$ cat src/rtl/bounce_generator_if.sv
// bounce_generator_if: trigger and status bundle between a requester (master) and bounce_generator (slave).
//   i_trigger : requester -> generator, request one level change
//   o_bouncy  : generator -> requester, chattering switch level
//   o_clean   : generator -> requester, ideal level, updated at completion
//   o_busy    : generator -> requester, burst or settle in progress
//   o_done    : generator -> requester, one-cycle completion pulse
interface bounce_generator_if;
    logic i_trigger;
    logic o_bouncy;
    logic o_clean;
    logic o_busy;
    logic o_done;
    modport master (output i_trigger, input o_bouncy, o_clean, o_busy, o_done);
    modport slave (input i_trigger, output o_bouncy, o_clean, o_busy, o_done);
endinterface

$ cat src/rtl/bounce_generator.sv
// bounce_generator: turns a clean trigger into a bouncy switch level change (random glitch burst, then settle).
//   i_clk   : system clock
//   i_rst_n : asynchronous active-low reset
//   bus     : bounce_generator_if.slave (i_trigger in; o_bouncy, o_clean, o_busy, o_done out)
module bounce_generator #(
    parameter int unsigned BOUNCE_COUNT  = 8,
    parameter int unsigned GAP_WIDTH     = 8,
    parameter int unsigned SETTLE_CYCLES = 1000,
    parameter logic [15:0] LFSR_SEED     = 16'hACE1
) (
    input logic               i_clk,
    input logic               i_rst_n,
    bounce_generator_if.slave bus
);
    localparam int unsigned EDGES = 2 * BOUNCE_COUNT + 1;
    localparam int unsigned EW = $clog2(2 * BOUNCE_COUNT + 2);
    localparam int unsigned GW = GAP_WIDTH + 1;
    localparam int unsigned SW = $clog2(SETTLE_CYCLES + 1);
    // An all-zero LFSR would lock up, so a zero seed is replaced.
    localparam logic [15:0] SEED = (LFSR_SEED == 16'h0000) ? 16'h0001 : LFSR_SEED;

    typedef enum logic [1:0] {IDLE, BOUNCE, SETTLE} state_t;

    state_t        state_q, state_d;
    logic [15:0]   lfsr_q, lfsr_d;
    logic [EW-1:0] edge_cnt_q, edge_cnt_d;
    logic [GW-1:0] gap_cnt_q, gap_cnt_d;
    logic [SW-1:0] settle_cnt_q, settle_cnt_d;
    logic          bouncy_q, bouncy_d;
    logic          clean_q, clean_d;
    logic          busy_q, busy_d;
    logic          done_q, done_d;
    logic [GW-1:0] gap;
    logic [EW-1:0] edge_nxt;

    // Extra top bit keeps 2^GAP_WIDTH representable after the +1.
    assign gap = {1'b0, lfsr_q[GAP_WIDTH-1:0]} + GW'(1);

    always_comb begin
        state_d      = state_q;
        lfsr_d       = {lfsr_q[14:0], lfsr_q[15] ^ lfsr_q[13] ^ lfsr_q[12] ^ lfsr_q[10]};
        edge_cnt_d   = edge_cnt_q;
        gap_cnt_d    = gap_cnt_q;
        settle_cnt_d = settle_cnt_q;
        bouncy_d     = bouncy_q;
        clean_d      = clean_q;
        busy_d       = busy_q;
        done_d       = 1'b0;
        edge_nxt     = edge_cnt_q + EW'(1);
        case (state_q)
            IDLE: begin
                if (bus.i_trigger) begin
                    bouncy_d   = ~bouncy_q;
                    busy_d     = 1'b1;
                    edge_cnt_d = EW'(1);
                    gap_cnt_d  = gap;
                    if (EDGES == 1) begin
                        state_d      = SETTLE;
                        settle_cnt_d = SW'(SETTLE_CYCLES);
                    end else begin
                        state_d = BOUNCE;
                    end
                end
            end
            BOUNCE: begin
                // Edge fires when the counter is at 1, so edges sit exactly gap cycles apart.
                if (gap_cnt_q == GW'(1)) begin
                    bouncy_d   = ~bouncy_q;
                    edge_cnt_d = edge_nxt;
                    gap_cnt_d  = gap;
                    if (edge_nxt == EW'(EDGES)) begin
                        state_d      = SETTLE;
                        settle_cnt_d = SW'(SETTLE_CYCLES);
                    end
                end else begin
                    gap_cnt_d = gap_cnt_q - GW'(1);
                end
            end
            SETTLE: begin
                if (settle_cnt_q == SW'(1)) begin
                    clean_d      = bouncy_q;
                    done_d       = 1'b1;
                    busy_d       = 1'b0;
                    state_d      = IDLE;
                    edge_cnt_d   = '0;
                    gap_cnt_d    = '0;
                    settle_cnt_d = '0;
                end else begin
                    settle_cnt_d = settle_cnt_q - SW'(1);
                end
            end
            default: state_d = IDLE;
        endcase
    end

    always_ff @(posedge i_clk or negedge i_rst_n) begin
        if (!i_rst_n) begin
            state_q      <= IDLE;
            lfsr_q       <= SEED;
            edge_cnt_q   <= '0;
            gap_cnt_q    <= '0;
            settle_cnt_q <= '0;
            bouncy_q     <= 1'b0;
            clean_q      <= 1'b0;
            busy_q       <= 1'b0;
            done_q       <= 1'b0;
        end else begin
            state_q      <= state_d;
            lfsr_q       <= lfsr_d;
            edge_cnt_q   <= edge_cnt_d;
            gap_cnt_q    <= gap_cnt_d;
            settle_cnt_q <= settle_cnt_d;
            bouncy_q     <= bouncy_d;
            clean_q      <= clean_d;
            busy_q       <= busy_d;
            done_q       <= done_d;
        end
    end

    assign bus.o_bouncy = bouncy_q;
    assign bus.o_clean  = clean_q;
    assign bus.o_busy   = busy_q;
    assign bus.o_done   = done_q;
endmodule

$ cat src/flat_wrapper.sv
// flat-port wrapper written by rule: the top's interface ports become plain ports
module bounce_generator_flat 
#(
    parameter int unsigned BOUNCE_COUNT  = 8,
    parameter int unsigned GAP_WIDTH     = 8,
    parameter int unsigned SETTLE_CYCLES = 1000,
    parameter logic [15:0] LFSR_SEED     = 16'hACE1
)
  (i_clk, i_rst_n, bus_i_trigger, bus_o_bouncy, bus_o_clean, bus_o_busy, bus_o_done);
  bounce_generator_if bus_i ();
  input logic i_clk;
  input logic i_rst_n;
  input wire logic [$bits(bus_i.i_trigger)-1:0] bus_i_trigger;
  output wire logic [$bits(bus_i.o_bouncy)-1:0] bus_o_bouncy;
  output wire logic [$bits(bus_i.o_clean)-1:0] bus_o_clean;
  output wire logic [$bits(bus_i.o_busy)-1:0] bus_o_busy;
  output wire logic [$bits(bus_i.o_done)-1:0] bus_o_done;
  assign bus_i.i_trigger = bus_i_trigger;
  assign bus_o_bouncy = bus_i.o_bouncy;
  assign bus_o_clean = bus_i.o_clean;
  assign bus_o_busy = bus_i.o_busy;
  assign bus_o_done = bus_i.o_done;
  bounce_generator #(.BOUNCE_COUNT(BOUNCE_COUNT), .GAP_WIDTH(GAP_WIDTH), .SETTLE_CYCLES(SETTLE_CYCLES), .LFSR_SEED(LFSR_SEED)) u_core (.i_clk(i_clk), .i_rst_n(i_rst_n), .bus(bus_i));
endmodule
$ cat config.mk
export PLATFORM = sky130hd
export DESIGN_NAME = bounce_generator_flat
export DESIGN_NICKNAME = d
export VERILOG_FILES = /design/src/rtl/bounce_generator_if.sv /design/src/rtl/bounce_generator.sv /design/src/flat_wrapper.sv
export SDC_FILE = /design/constraint.sdc
export NUM_CORES = 1
export LEC_CHECK = 0
export ABC_AREA = 1
export CAP_MARGIN = 10
export CORE_MARGIN = 2
export CORE_UTILIZATION = 48
export DETAILED_ROUTE_END_ITERATION = 16
export PLACE_DENSITY = 0.64
export SYNTH_ARGS = -nofsm -noshare
export SYNTH_HDL_FRONTEND = slang
export SYNTH_SLANG_ARGS = --single-unit
$ cat constraint.sdc
create_clock -name i_clk -period 2.3 [get_ports i_clk]
set_input_delay 0.46 -clock i_clk [delete_from_list [all_inputs] [get_ports i_clk]]
set_output_delay 0.46 -clock i_clk [all_outputs]
set_load 0.01 [all_outputs]
## Yosys cells after proc, flatten, opt, wreduce, memory -nomap -nowiden

Index checks and enable logic that the tools add are counted.

- Output and inout port bits: 4
- Bits in registers: 46
- Word-level logic and storage cells: 63
- Input port bits: 3

- Equal/unequal tests: 9
- Add/sub/neg operators: 4
- Bitwise logic cells: 4
- Mux-type cells: 25
- Reductions and logical operators: 12

Operator list:

| cell | number |
|---|---|
| 10-bit two-way mux | 3 |
| 9-bit two-way mux | 3 |
| 9-bit case mux with 3 select lines | 1 |
| 10-bit case mux with 2 select lines | 1 |
| 5-bit two-way mux | 3 |
| 5-bit case mux with 3 select lines | 1 |
| 3-bit AND reduction | 4 |
| 10-bit by 1-bit equality test with 1-bit output, second input constant | 1 |
| 10-bit by 1-bit subtractor with 10-bit output, second input constant | 1 |
| 8-bit by 1-bit adder with 9-bit output, second input constant | 1 |
| 9-bit by 1-bit equality test with 1-bit output, second input constant | 1 |
| 9-bit by 1-bit subtractor with 9-bit output, second input constant | 1 |
| 2-bit two-way mux | 4 |
| 4-bit AND reduction | 2 |
| 1-bit two-way mux | 6 |
| 2-bit by 1-bit != test with 1-bit output, second input constant | 3 |
| 2-bit case mux with 3 select lines | 1 |
| 2-bit nonzero test | 3 |
| 5-bit by 1-bit adder with 5-bit output, second input constant | 1 |
| 5-bit equality test, second input constant | 1 |
| 1-bit case mux with 2 select lines | 2 |
| 3-bit nonzero test | 1 |
| 1-bit XOR | 3 |
| 2-bit by 1-bit equality test with 1-bit output, second input constant | 1 |
| other kinds (5) | 5 |

## Logic depth before layout (Yosys ltp)

Gate-level depths: netlist of run 1.

- Depth after elaboration: 5
- Mapped depth: 11
- Gate-level depth less buffers: 11

## Least setup slack after synthesis of run 1

Ideal clock, no wire load.

- Path type: register -> register
- Start point: register u_core.gap_cnt_q[1]
- End point: register u_core.settle_cnt_q[7]
- Data required time: 2.184 ns
- Data arrival time: 1.376 ns
- Cell stages (with the launch flop): 12
- Slack: 0.808 ns
- Buffers on the path: 0
- Library setup time: 0.116 ns
- Cells stage by stage: dfrtp_1 -> inv_1 -> ha_1 -> nand2_1 -> nor2_1 -> nand2_4 -> nor2_2 -> nand2_2 -> nand2_4 -> nand2_4 -> nand2_1 -> nand2_1

- Word-level cells in the longest chain between the ends: 3

RTL lines:

| item | line | text |
|---|---|---|
| start, declared | bounce_generator.sv:27 | `logic [GW-1:0] gap_cnt_q, gap_cnt_d;` |
| start signal, assigned | bounce_generator.sv:111 | `gap_cnt_q <= gap_cnt_d;` |
| 9-bit by 1-bit equality test with 1-bit output | bounce_generator.sv:67 | `if (gap_cnt_q == GW'(1)) begin` |
| 2-bit by 1-bit != test with 1-bit output (no source line) | - |  |
| 3-bit AND reduction (no source line) | - |  |
| end signal, assigned | bounce_generator.sv:112 | `settle_cnt_q <= settle_cnt_d;` |
| end, declared | bounce_generator.sv:28 | `logic [SW-1:0] settle_cnt_q, settle_cnt_d;` |

No other way between the ends.
A chain may end at the register's enable or synchronous reset.

## Worst setup path after layout of run 1

- Start point: register u_core.state_q[0]
- End point: register u_core.settle_cnt_q[0]

- Word-level cells in the longest chain between the ends: 3

RTL lines:

| item | line | text |
|---|---|---|
| start, declared | bounce_generator.sv:24 | `state_t state_q, state_d;` |
| start signal, assigned | bounce_generator.sv:108 | `state_q <= state_d;` |
| 2-bit by 1-bit equality test with 1-bit output or 2-bit equality test (tied branches) | bounce_generator.sv:50 | `case (state_q)` |
| 2-bit by 1-bit != test with 1-bit output (no source line) or 2-bit nonzero test (tied branches) | - |  |
| 3-bit AND reduction (no source line) | - |  |

Several ways; a longest one is shown, not always the timed one.

==> impl_metrics.env, run 1 <==
export IMPL_diodes=0
export IMPL_io_pins=7
export IMPL_arrival_ns=2.01
export IMPL_total_leakage_power_uw=0.001552
export IMPL_synth_top_flop_cell="dfrtp_1"
export IMPL_cp_endpoint="u_core.settle_cnt_q[0]"
export IMPL_worstReg2RegStart="u_core.state_q[0]"
export IMPL_routabilityCongestion=0.8440
export IMPL_hpwlAfterDp_um=3850
export IMPL_cpPeakStageDelay_ns=0.42
export IMPL_hold_violations=0
export IMPL_cts_root_buf="clkbuf_8"
export IMPL_viasPerCell=4.813
export IMPL_postCtsSetupBuffers=0
export IMPL_synth_seq_cells=46
export IMPL_fin_area_sq_mm=0.002955
export IMPL_core_sq_mm=0.005473
export IMPL_area_growth_syn_to_layout_pct=8.848
export IMPL_cts_resized=0
export IMPL_cts_hold_buf=0
export IMPL_timing_reg2reg_setup_slack_ns=0.53
export IMPL_path_class="reg2reg"
export IMPL_io_buffers=6
export IMPL_synth_seq_area_share=0.4276
export IMPL_cp_max_fo=10
export IMPL_path_common_cell="nand2_1"
export IMPL_ys_warn_count=0
export IMPL_fp_dieArea_sq_mm=0.006274
export IMPL_ys_types=29
export IMPL_rsz0062_at_grt="false"
export IMPL_placed_area_sq_mm=0.002859
export IMPL_cp_start_kind="register"
export IMPL_clock_latency_ns=0.30
export IMPL_syn_avg_cell_area_sq_um=7.542
export IMPL_synth_nets=374
export IMPL_track_usage=0.1862
export IMPL_fin_worst_skew_ns=0.01241
export IMPL_startpoint="u_core.state_q[0]"
export IMPL_crit_chain="inv_1 -> ha_1 -> nor2_1 -> clkinv_1 -> nand2_4 -> nand2_1 -> nand2_1"
export IMPL_first_pass_iters=4
export IMPL_wire_per_inst_um=11.64
export IMPL_fmax_mhz=564.5
export IMPL_drtIter0Drc=129
export IMPL_cp_top_family="simple AND/OR/NAND/NOR gates"
export IMPL_vias=2137
export IMPL_ir_drop_uv=586.2
export IMPL_tightest_slew_ns=0.5428
export IMPL_fin_crit_ns=1.771
export IMPL_drc=0
export IMPL_tns_ns=0
export IMPL_synth_edf_count=0
export IMPL_die_w_um=79.21
export IMPL_setup_viol=0
export IMPL_drt_total_wl_um=5168
export IMPL_synthesis_area_sq_mm=0.002715
export IMPL_grt_pass1_wl_um=9294
export IMPL_cts_max_level=2
export IMPL_slew_headroom=0.6381
export IMPL_drtAntennaViolNets=0
export IMPL_grt_max_degree=26
export IMPL_n_fill_cell=566
export IMPL_cap_violations=0
export IMPL_path_depth=7
export IMPL_antenna_found_initial=0
export IMPL_postSynth_asyncResetShare=1.000
export IMPL_crit_buf_inv=2
export IMPL_rows=27
export IMPL_syn_inst=360
export IMPL_required_ns=2.54
export IMPL_status="finished clean"
export IMPL_drive_above_1_share=0.1210
export IMPL_nets=385
export IMPL_hold_ws_ns=0.1228
export IMPL_period_share=0.7702
export IMPL_path_clk_slew_ns=0.10
export IMPL_worst_setup_path_end_kind="register"
export IMPL_cp_slowest_cell="dfrtp_1"
export IMPL_cts_sinks=46
export IMPL_grt_pass1_vias=2121
export IMPL_hp_class="in2async"
export IMPL_slew_viol_final=0
export IMPL_initial_utilization=0.4961
export IMPL_ff2ff_path_depth=7
export IMPL_die_h_um=79.21
export IMPL_r2r_end="u_core.settle_cnt_q[0]"
export IMPL_overflow=0
export IMPL_cts_max_path_buffers=2
export IMPL_cts_tree="yes"
export IMPL_power_density_mw_per_mm2=1303
export IMPL_cts_buffers=5
per-layer routing:
metal | vias to the layer above | global-route usage | part of all wire
li1 | 1128 | - | -
met1 | 976 | 0.2474 | 0.49
met2 | 25 | 0.3127 | 0.47
met3 | 8 | 0.03636 | 0.027
met4 | 0 | 0.04828 | 0.013
met5 | - | 0 | 0
how the worst min path moves through the flow:
stage,start,end,slack [ns],cells after the start
finish,i_rst_n,u_core.settle_cnt_q[6],0.12,1
global route,i_rst_n,u_core.settle_cnt_q[6],0.17,1
CTS,i_rst_n,u_core.settle_cnt_q[6],0.14,1
detailed placement,u_core.lfsr_q[14],u_core.lfsr_q[15],0.34,0
global placement,u_core.lfsr_q[14],u_core.lfsr_q[15],0.34,0
floorplan,i_rst_n,u_core.bus.o_bouncy,0.16,0
area by class of cell:
type	count	area [sq um]	share of cell area
Timing Repair Buffer	7	75.07	0.02540
Clock buffer	5	68.82	0.02329
Multi-Input combinational cell	263	1353	0.4577
Sequential cell	46	1161	0.3929
Tap cell	72	90.09	0.03048
Inverter	48	180.2	0.06097
Clock inverter	3	27.53	0.009314
sequential cells by signal, indices dropped and copies added (netlist names):
| register | cells |
|---|---|
| u_core.lfsr_q | 16 |
| u_core.settle_cnt_q | 10 |
| u_core.gap_cnt_q | 9 |
| u_core.edge_cnt_q | 5 |
| u_core.state_q | 2 |
| u_core.bus.o_bouncy | 1 |
| u_core.bus.o_busy | 1 |
| u_core.bus.o_clean | 1 |
| u_core.bus.o_done | 1 |
stage by stage:
stage	worst slack [ns]	power [uW]	instances	utilization
global placement	0.5782	3307	436	0.5224
floorplan	0.8081	2921	360	-
finish	0.5285	3850	444	0.5400
CTS	0.5293	3876	444	0.5400
global route	0.3462	4267	444	0.5400
detailed placement	0.5565	3329	436	0.5224
layout by cell type (no fill, tap or decap), types with 2 or more instances in the layout:
cell and n:
xor2_1 9, nand2_2 5, nor2_2 4, dfstp_2 8, nand3_1 30, inv_1 40, o21ai_1 6, a21oi_1 2
ha_1 11, nor2_1 30, clkbuf_8 5, o21ai_0 4, nand4_1 5, xnor2_1 5, nor2_4 3, nand2_4 5
clkinv_1 2, nand2_1 135, nor3_1 2, inv_2 6, dfrtp_1 38, clkdlybuf4s50_1 5
cells in the mapped netlist (3+ instances only):
master	count	area (sq um)
nand2_2	5	31.28
nor2_1	30	112.6
nand2_1	135	506.7
nand4_1	5	31.28
dfrtp_1	38	950.9
xnor2_1	5	43.79
o21ai_1	6	30.03
nor2_2	4	25.02
nand3_1	30	150.1
xor2_1	9	78.83
ha_1	11	137.6
inv_1	40	150.1
dfstp_2	8	210.2
inv_2	6	22.52
nand2_4	5	56.30
nor2_4	3	33.78
o21ai_0	4	20.02
power by group:
part / total (uW) / switching [uW] / internal (uW)
logic: 2100 / 1370 / 725
clock network: 531 / 306 / 226
registers: 1220 / 222 / 998
cell families after synthesis:
| family | after synthesis | synth area share |
|---|---|---|
| fa+ha+maj | 11 | 0.05069 |
| buf+inv | 51 | 0.07419 |
| compound gates | 16 | 0.03687 |
| flops | 46 | 0.4276 |
| xor+xnor | 14 | 0.04516 |
| simple gates | 222 | 0.3654 |
Note: power is estimated with default switching activity, not from simulation.
==> inputs of run 2 (changes only) <==
Clock period 2.3 ns to 1.66 ns, I/O delays scaled along.
==> run 2 against run 1 <==
Net effect: cell count rose by 5.2%; worst hold slack better by 0.24 ns; clock skew up 0.0021 ns; via count rose by 4.6%; maximum frequency grew 14%; setup slack got worse by 0.43 ns; core utilization grew 4.6 points; combinational power up 66%; non-clock buffer count is 23 higher; critical path type unchanged; largest cell class unchanged; largest power group unchanged.
==> impl_metrics.env, run 2 (synthesized netlist as in run 1, its figures left out) <==
export IMPL_status="finished clean"
export IMPL_grt_pass1_vias=2072
export IMPL_first_pass_iters=4
export IMPL_path_clk_slew_ns=0.10
export IMPL_drtIter0Drc=104
export IMPL_startpoint="u_core.edge_cnt_q[0]"
export IMPL_fp_dieArea_sq_mm=0.006274
export IMPL_diodes=0
export IMPL_nets=408
export IMPL_drt_total_wl_um=5447
export IMPL_drc=0
export IMPL_cts_root_buf="clkbuf_8"
export IMPL_final_setup_worst_slack_ns=0.1018
export IMPL_p_total_uw=5876
export IMPL_cts_buffers=5
export IMPL_io_pins=7
export IMPL_final_cell_mix="nand2_1 (134), inv_1 (39), dfrtp_1 (36)"
export IMPL_die_h_um=79.21
export IMPL_fin_worst_skew_ns=0.01452
export IMPL_ff2ff_path_depth=10
export IMPL_fin_crit_ns=1.558
export IMPL_worst_setup_path_end_kind="register"
export IMPL_fmax_mhz=641.8
export IMPL_power_density_mw_per_mm2=1832
export IMPL_n_fill_cell=515
export IMPL_track_usage=0.1927
export IMPL_wire_per_inst_um=11.66
export IMPL_vias=2236
export IMPL_die_w_um=79.21
export IMPL_antenna_found_initial=0
export IMPL_slew_viol_final=0
export IMPL_cap_violations=0
export IMPL_setup_viol=0
export IMPL_final_common_cell="nand2_1"
export IMPL_cp_endpoint="u_core.state_q[0]"
export IMPL_cts_max_level=2
export IMPL_clock_latency_ns=0.32
export IMPL_pre_cts_slack_ns=0.01725
export IMPL_grt_pass1_wl_um=9370
export IMPL_cp_start_kind="register"
export IMPL_cp_max_fo=6
export IMPL_slew_headroom=0.6975
export IMPL_drtAntennaViolNets=0
export IMPL_routabilityCongestion=0.8888
export IMPL_r2r_end="u_core.state_q[0]"
export IMPL_overflow=0
export IMPL_core_sq_mm=0.005473
export IMPL_tns_ns=0
export IMPL_worstReg2RegStart="u_core.edge_cnt_q[0]"
export IMPL_period_share=0.9387
export IMPL_multiInputGateArea_sq_mm=0.001419
export IMPL_ir_drop_uv=901.6
export IMPL_viasPerCell=4.788
export IMPL_total_leakage_power_uw=0.001674
export IMPL_cts_sinks=46
export IMPL_hpwlAfterDp_um=3974
export IMPL_hold_violations=0
export IMPL_largest_register_ffs=16
export IMPL_drive_above_1_share=0.2127
export IMPL_area_growth_syn_to_layout_pct=18.16
export IMPL_path_class="reg2reg"
export IMPL_grt_max_degree=22
export IMPL_regMostFlops="u_core.lfsr_q"
export IMPL_initial_utilization=0.4961
export IMPL_cts_tree="yes"
export IMPL_tightest_slew_ns=0.4537
export IMPL_rows=27
export IMPL_timing_reg2reg_setup_slack_ns=0.10
export IMPL_arrival_ns=1.82
export IMPL_hp_class="reg2reg"
export IMPL_seq_area_sq_mm=0.001164
export IMPL_cts_max_path_buffers=2
export IMPL_reg_top3="u_core.lfsr_q: 16 flops, u_core.settle_cnt_q: 10 flops, u_core.gap_cnt_q: 9 flops"
export IMPL_io_buffers=6
export IMPL_required_ns=1.92
-- run 2: final cells by class --
type / count / share of cell area
Clock buffer: 5 / 0.02145
Tap cell: 72 / 0.02808
Multi-Input combinational cell: 263 / 0.4423
Timing Repair Buffer: 30 / 0.07917
Inverter: 48 / 0.05811
Clock inverter: 3 / 0.008190
Sequential cell: 46 / 0.3627
-- run 2: repair_timing --
action	4_1_cts	5_1_grt
setup endpoints to repair	7	24
resized for setup	3	24
pin swaps	0	4
hold buffers	1	0
setup buffers	0	6
endpoints found under the hold margin	14	0
-- run 2: routing by layer --
metal | track usage | wire [um] | up-vias
li1 | - | - | 1172
met1 | 0.2635 | 2721 | 1027
met2 | 0.3008 | 2478 | 25
met3 | 0.03523 | 124 | 12
met4 | 0.08103 | 123 | 0
met5 | 0 | 0 | -
-- run 2: critical path: stages (launching register included) --
cell and delay (ns):
dfrtp_2 0.42, buf_4 0.16, inv_1 0.05, ha_1 0.13
nand3_1 0.09, nor2_2 0.17, nand2_4 0.08, nand2_4 0.13
buf_6 0.13, nand3_1 0.06, nand2_1 0.07
-- run 2: stage by stage --
stage          utilization  instance area [sq um]  hold slack, ns  instances
6_report            0.5862                   3208          0.3591        467
5_1_grt             0.5862                   3208          0.3674        467
4_1_cts             0.5654                   3094          0.3607        461
3_5_place_dp        0.5444                   2979          0.3011        452
3_3_place_gp        0.5444                   2979          0.2995        452
2_1_floorplan            -                   2715         0.03641        360
-- run 2: where the power goes --
part	switching [uW]	leakage, uW	internal [uW]
clock	448	0.0000495	314
sequential	241	0.000577	1390
combinational	2130	0.00105	1360
-- run 2: worst min-delay path by stage --
stage | start | endpoint | slack, ns | cells past startpoint
6_report | u_core.lfsr_q[8] | u_core.lfsr_q[9] | 0.36 | 0
5_1_grt | u_core.lfsr_q[8] | u_core.lfsr_q[9] | 0.37 | 0
4_1_cts | u_core.lfsr_q[8] | u_core.lfsr_q[9] | 0.36 | 0
3_5_place_dp | i_rst_n | u_core.settle_cnt_q[6] | 0.30 | 1
3_3_place_gp | i_rst_n | u_core.settle_cnt_q[8] | 0.30 | 1
2_1_floorplan | i_rst_n | u_core.bus.o_bouncy | 0.04 | 0
